==> config.mk <==
export PLATFORM = sky130hd
export DESIGN_NAME = id_ex_stage
export DESIGN_NICKNAME = d
export VERILOG_FILES = /design/src/rtl/id_ex_stage.sv
export SDC_FILE = /design/constraint.sdc
export NUM_CORES = 1
export LEC_CHECK = 0
export ABC_AREA = 0
export BUFFER_PORTS_ARGS = -buffer_cell sky130_fd_sc_hd__buf_2
export CORE_AREA = 2 2 141 143
export CTS_BUF_LIST = sky130_fd_sc_hd__clkbuf_8
export DETAILED_ROUTE_END_ITERATION = 6
export DIE_AREA = 0 0 143 145
export MAX_ROUTING_LAYER = met4
export PLACE_DENSITY = 0.65
export SYNTH_ARGS = -nofsm -noshare
export SYNTH_HDL_FRONTEND = slang
export SYNTH_SLANG_ARGS = --single-unit
==> constraint.sdc <==
create_clock -name clk -period 4.4 [get_ports clk]
set_input_delay 0.88 -clock clk [delete_from_list [all_inputs] [get_ports clk]]
set_output_delay 0.88 -clock clk [all_outputs]
set_load 0.01 [all_outputs]
==> src/rtl/id_ex_stage.sv <==
// ---------------------------------------------------------------------------
// id_ex_stage
//
// ID/EX pipeline register with load-use hazard detection and a writeback
// bypass into the captured register operands.
//
// Ports
//   clk, rst          : rising-edge clock, asynchronous active-low reset
//   id_*              : instruction fields from the decode stage
//   flush             : squash the instruction entering EX (taken branch)
//   wb_en/wb_rd/wb_data : writeback bus shared with the register file
//   stall             : combinational load-use hold request to IF/ID
//   ex_*              : registered instruction fields presented to EX
//
// id_ctrl[0] is reg_write and id_ctrl[1] is mem_read; all other control bits
// pass through untouched.
// ---------------------------------------------------------------------------
module id_ex_stage (
  input  logic        clk,
  input  logic        rst,

  input  logic        id_valid,
  input  logic [31:0] id_pc,
  input  logic [31:0] id_imm,
  input  logic [4:0]  id_rs1,
  input  logic [4:0]  id_rs2,
  input  logic [4:0]  id_rd,
  input  logic [31:0] id_op1,
  input  logic [31:0] id_op2,
  input  logic [15:0] id_ctrl,
  input  logic        id_uses_rs1,
  input  logic        id_uses_rs2,

  input  logic        flush,

  input  logic        wb_en,
  input  logic [4:0]  wb_rd,
  input  logic [31:0] wb_data,

  output logic        stall,

  output logic        ex_valid,
  output logic [31:0] ex_pc,
  output logic [31:0] ex_imm,
  output logic [4:0]  ex_rs1,
  output logic [4:0]  ex_rs2,
  output logic [4:0]  ex_rd,
  output logic [31:0] ex_op1,
  output logic [31:0] ex_op2,
  output logic [15:0] ex_ctrl
);

  logic        ex_valid_q, ex_valid_d;
  logic [31:0] ex_pc_q,    ex_pc_d;
  logic [31:0] ex_imm_q,   ex_imm_d;
  logic [4:0]  ex_rs1_q,   ex_rs1_d;
  logic [4:0]  ex_rs2_q,   ex_rs2_d;
  logic [4:0]  ex_rd_q,    ex_rd_d;
  logic [31:0] ex_op1_q,   ex_op1_d;
  logic [31:0] ex_op2_q,   ex_op2_d;
  logic [15:0] ex_ctrl_q,  ex_ctrl_d;

  logic hazard;
  logic bubble;
  logic fwd_op1;
  logic fwd_op2;

  // Only the older instruction already sitting in EX is compared; a load
  // there whose destination is read by the decoding instruction must wait.
  assign hazard = ex_valid_q & ex_ctrl_q[1] & (ex_rd_q != 5'd0) & id_valid &
                  ((id_uses_rs1 & (id_rs1 == ex_rd_q)) |
                   (id_uses_rs2 & (id_rs2 == ex_rd_q)));

  // A flush kills the dependent instruction anyway, so no hold is needed.
  assign stall  = hazard & ~flush;
  assign bubble = flush | stall | ~id_valid;

  // The register file is written on the same edge this stage captures, so
  // its read data can be one write stale; take the writeback value instead.
  // The bypass ignores id_uses_* because an unused operand is harmless.
  assign fwd_op1 = wb_en & (wb_rd != 5'd0) & (wb_rd == id_rs1);
  assign fwd_op2 = wb_en & (wb_rd != 5'd0) & (wb_rd == id_rs2);

  always_comb begin
    ex_valid_d = id_valid;
    ex_pc_d    = id_pc;
    ex_imm_d   = id_imm;
    ex_rs1_d   = id_rs1;
    ex_rs2_d   = id_rs2;
    ex_rd_d    = id_rd;
    ex_op1_d   = fwd_op1 ? wb_data : id_op1;
    ex_op2_d   = fwd_op2 ? wb_data : id_op2;
    ex_ctrl_d  = id_ctrl;
    // A bubble only needs valid, ctrl and rd cleared; the data fields are
    // ignored downstream so they are left to follow ID.
    if (bubble) begin
      ex_valid_d = 1'b0;
      ex_ctrl_d  = 16'd0;
      ex_rd_d    = 5'd0;
    end
  end

  always_ff @(posedge clk or negedge rst) begin
    if (!rst) begin
      ex_valid_q <= 1'b0;
      ex_pc_q    <= 32'd0;
      ex_imm_q   <= 32'd0;
      ex_rs1_q   <= 5'd0;
      ex_rs2_q   <= 5'd0;
      ex_rd_q    <= 5'd0;
      ex_op1_q   <= 32'd0;
      ex_op2_q   <= 32'd0;
      ex_ctrl_q  <= 16'd0;
    end else begin
      ex_valid_q <= ex_valid_d;
      ex_pc_q    <= ex_pc_d;
      ex_imm_q   <= ex_imm_d;
      ex_rs1_q   <= ex_rs1_d;
      ex_rs2_q   <= ex_rs2_d;
      ex_rd_q    <= ex_rd_d;
      ex_op1_q   <= ex_op1_d;
      ex_op2_q   <= ex_op2_d;
      ex_ctrl_q  <= ex_ctrl_d;
    end
  end

  assign ex_valid = ex_valid_q;
  assign ex_pc    = ex_pc_q;
  assign ex_imm   = ex_imm_q;
  assign ex_rs1   = ex_rs1_q;
  assign ex_rs2   = ex_rs2_q;
  assign ex_rd    = ex_rd_q;
  assign ex_op1   = ex_op1_q;
  assign ex_op2   = ex_op2_q;
  assign ex_ctrl  = ex_ctrl_q;

endmodule

==> run_results.csv <==
group,metric,value,unit
timing,finalHoldViolations,0,
worst_setup_path,endpoint_kind,"output pin",
worst_setup_path,cp_num_buf_inv,2,
worst_setup_path,slowest_delay,0.18,ns
die,rows,51,
clock_network,clk_pin_slew,0.09,ns
worst_setup_path,path_delay_family,"simple AND/OR/NAND/NOR gates",
die,core_area,19200,um2
global_route,overflow,0,
timing,setup_tns,0,ns
die,die_w,143,um
synthesis,syn_nets,519,
worst_setup_path,cp_slowest_cell,"o22ai_1",
timing,period_share,60.4,%
finish,nNetsFinal,895,
synthesis,synth_area_per_cell,17.6,um2
pwr,ir_worst_vdd,189,uV
global_route,grt_pass1_vias,4221,
worst_setup_path,crit_path_frequent_cell,"buf_2",
clock_network,hold_buffers,0,
die,dieArea,20700,um2
pwr,leakage,4.15,nW
clock_network,cts_tree,"yes",
routing,drt-initial-drc-count,127,
clock_network,clock_tree.buffer_depth,2,
routing,first_pass_iters,4,
synthesis,yosysWarnings,0,
worst_setup_path,critPathLaunch,"id_rs2[1]",
timing,fin_hold_ws,0.477,ns
timing,setup_viol_count_final,0,
clock_network,postCtsSetupBuffers,0,
synthesis,netlist_instances,316,
clock_network,clock-sinks,160,
die,die_y,145,um
clock_network,htreeDepth,4,
clock_network,cts_resized,0,
status,status,"complete, no violations",
die,io_pins,364,
timing,clock_skew,0.0109,ns
finish,drive_above_1_share,66.3,%
synthesis,yosysUniqueCellTypes,20,
timing,slew_violations,0,
routing,route.detailed.drc,0,
run,maxCapViolCount,0,
finish,diodes,0,
clock_network,clk_latency,0.43,ns
die,start_util,28.9,%
routing,wire_per_inst,16.3,um
worst_setup_path,path_max_fanout,3,
synthesis,ys_ff_latch,160,
routing,num_vias,3902,
finish,nFillCells,1824,
timing,timing.final.crit_period,2.66,ns
finish,final_common_cell,"buf_2",
synthesis,syn-cell-area,5550,um2
global_route,antenna_found_initial,0,
clock_network,cts_inserted_buffers,17,
finish,layout_common_cells,"buf_2, dfrtp_1, mux2_4",
worst_setup_path,r2r_start,"ex_rd[0]$_DFF_PN0_",
clock_network,cts-root-buf,"clkbuf_8",
routing,postRouteAntennaNets,0,
timing,slew_headroom,46.6,%
worst_setup_path,criticalPathCategory,"input port to output pin",
worst_setup_path,arrival,1.78,ns
synthesis,seq_area_frac_synth,72.2,%
timing,worst_slew_pin_slew,0.800,ns
hold_path,hold_class,"input port to async pin",
timing,fmax,377,MHz
global_route,grt_pass1_wl,23.5,mm
worst_setup_path,cp_cell_sequence,"buf_2 -> xnor2_1 -> nand4_1 -> o22ai_1 -> and3b_1 -> buf_2",
place,dp_hpwl,12.3,mm
global_route,grt_use_total,15.6,%
worst_setup_path,crit_required,3.52,ns
global_route,grt_max_degree,87,
worst_setup_path,crit_path_start_kind,"input port",
routing,wl,15.8,mm
finish,area_delta_synth_final,44.9,%
place,gp_congestion,0.820,
routing,via_per_inst,4.03,
timing,grt_setup_unrepaired,"no",
place,io_buffers,363,
pwr,power.density,368,nW/um2
[registers in the layout, indices dropped and copies added (netlist names)]
name      flops
ex_imm       32
ex_op1       32
ex_op2       32
ex_pc        32
ex_ctrl      16
ex_rd         5
ex_rs1        5
ex_rs2        5
ex_valid      1
[per-layer routing]
metal	wire length (um)	part of all wire, %	up-vias	global-route usage [%]
li1	-	-	1809	-
met1	6010	38	1867	17.1
met2	8260	52	214	27.0
met3	1330	8.4	12	4.92
met4	184	1.2	0	4.46
met5	0	0	-	-
[layout make-up]
type	instances	area, um2	area share (%)
Sequential cell	160	4000	49.8
Timing Repair Buffer	369	1880	23.4
Multi-Input combinational cell	144	1450	18.1
Tap cell	265	332	4.13
Clock buffer	17	234	2.91
Clock inverter	14	135	1.68
[path summary, 6_finish.rpt]
kind                       slack [ns]                    end  cells past startpoint
max                              1.74                  stall                      6
min                              0.48  ex_ctrl[10]$_DFF_PN0_                      1
max reg2reg                      2.87     ex_valid$_DFF_PN0_                      5
min reg2reg                      0.90   ex_ctrl[4]$_DFF_PN0_                      4
max in group asynchronous        3.06    ex_op2[9]$_DFF_PN0_                      2
min in group clk                 0.54    ex_pc[29]$_DFF_PN0_                      1
[metrics by stage]
step	worst slack (ns)	util (%)	instance area, um2	power, W	cells
after floorplan	1.92	-	5550	0.00173	316
after global placement	1.68	39.9	7670	0.00196	938
after detailed placement	1.65	39.9	7670	0.00196	938
after CTS	1.74	41.8	8040	0.00301	969
after global routing	1.62	41.8	8040	0.00311	969
final	1.74	41.8	8040	0.00296	969
[cells in the mapped netlist]
cell type,instances,area [um2]
nor2_1,1,3.75
and3b_1,1,8.76
o21ai_4,1,16.3
nor4_4,2,42.5
buf_6,6,67.6
a21oi_1,22,110
nor2b_1,1,6.26
nand2_1,23,86.3
nor3_1,1,5.00
xnor2_1,16,140
a21boi_0,1,7.51
nand4_1,2,12.5
o22ai_1,1,6.26
xor2_1,4,35.0
nand3_1,3,15.0
mux2_2,4,45.0
or4_4,1,11.3
mux2_4,60,901
clkbuf_1,6,22.5
dfrtp_1,160,4000
[power by group]
part / switching, W / total, W / internal, W
sequential: 0.0000216 / 0.00157 / 0.00154
clock: 0.000578 / 0.00103 / 0.000454
combinational: 0.000177 / 0.000360 / 0.000183
total: 0.000777 / 0.00296 / 0.00218
[cell families after synthesis]
logic type	after synthesis	share of synthesized area (%)
simple gates	35	3.45
compound gates	25	2.53
mux	64	17.1
xor+xnor	20	3.16
buf+inv	12	1.62
flops	160	72.2
[worst reg2reg max path, stage by stage, from the launching register on]
cell and delay [ns]:
dfrtp_1 0.46, xnor2_1 0.20, nand4_1 0.14, o22ai_1 0.18, buf_4 0.29, a21boi_0 0.13
No activity file was read; power rests on OpenSTA's default activity.
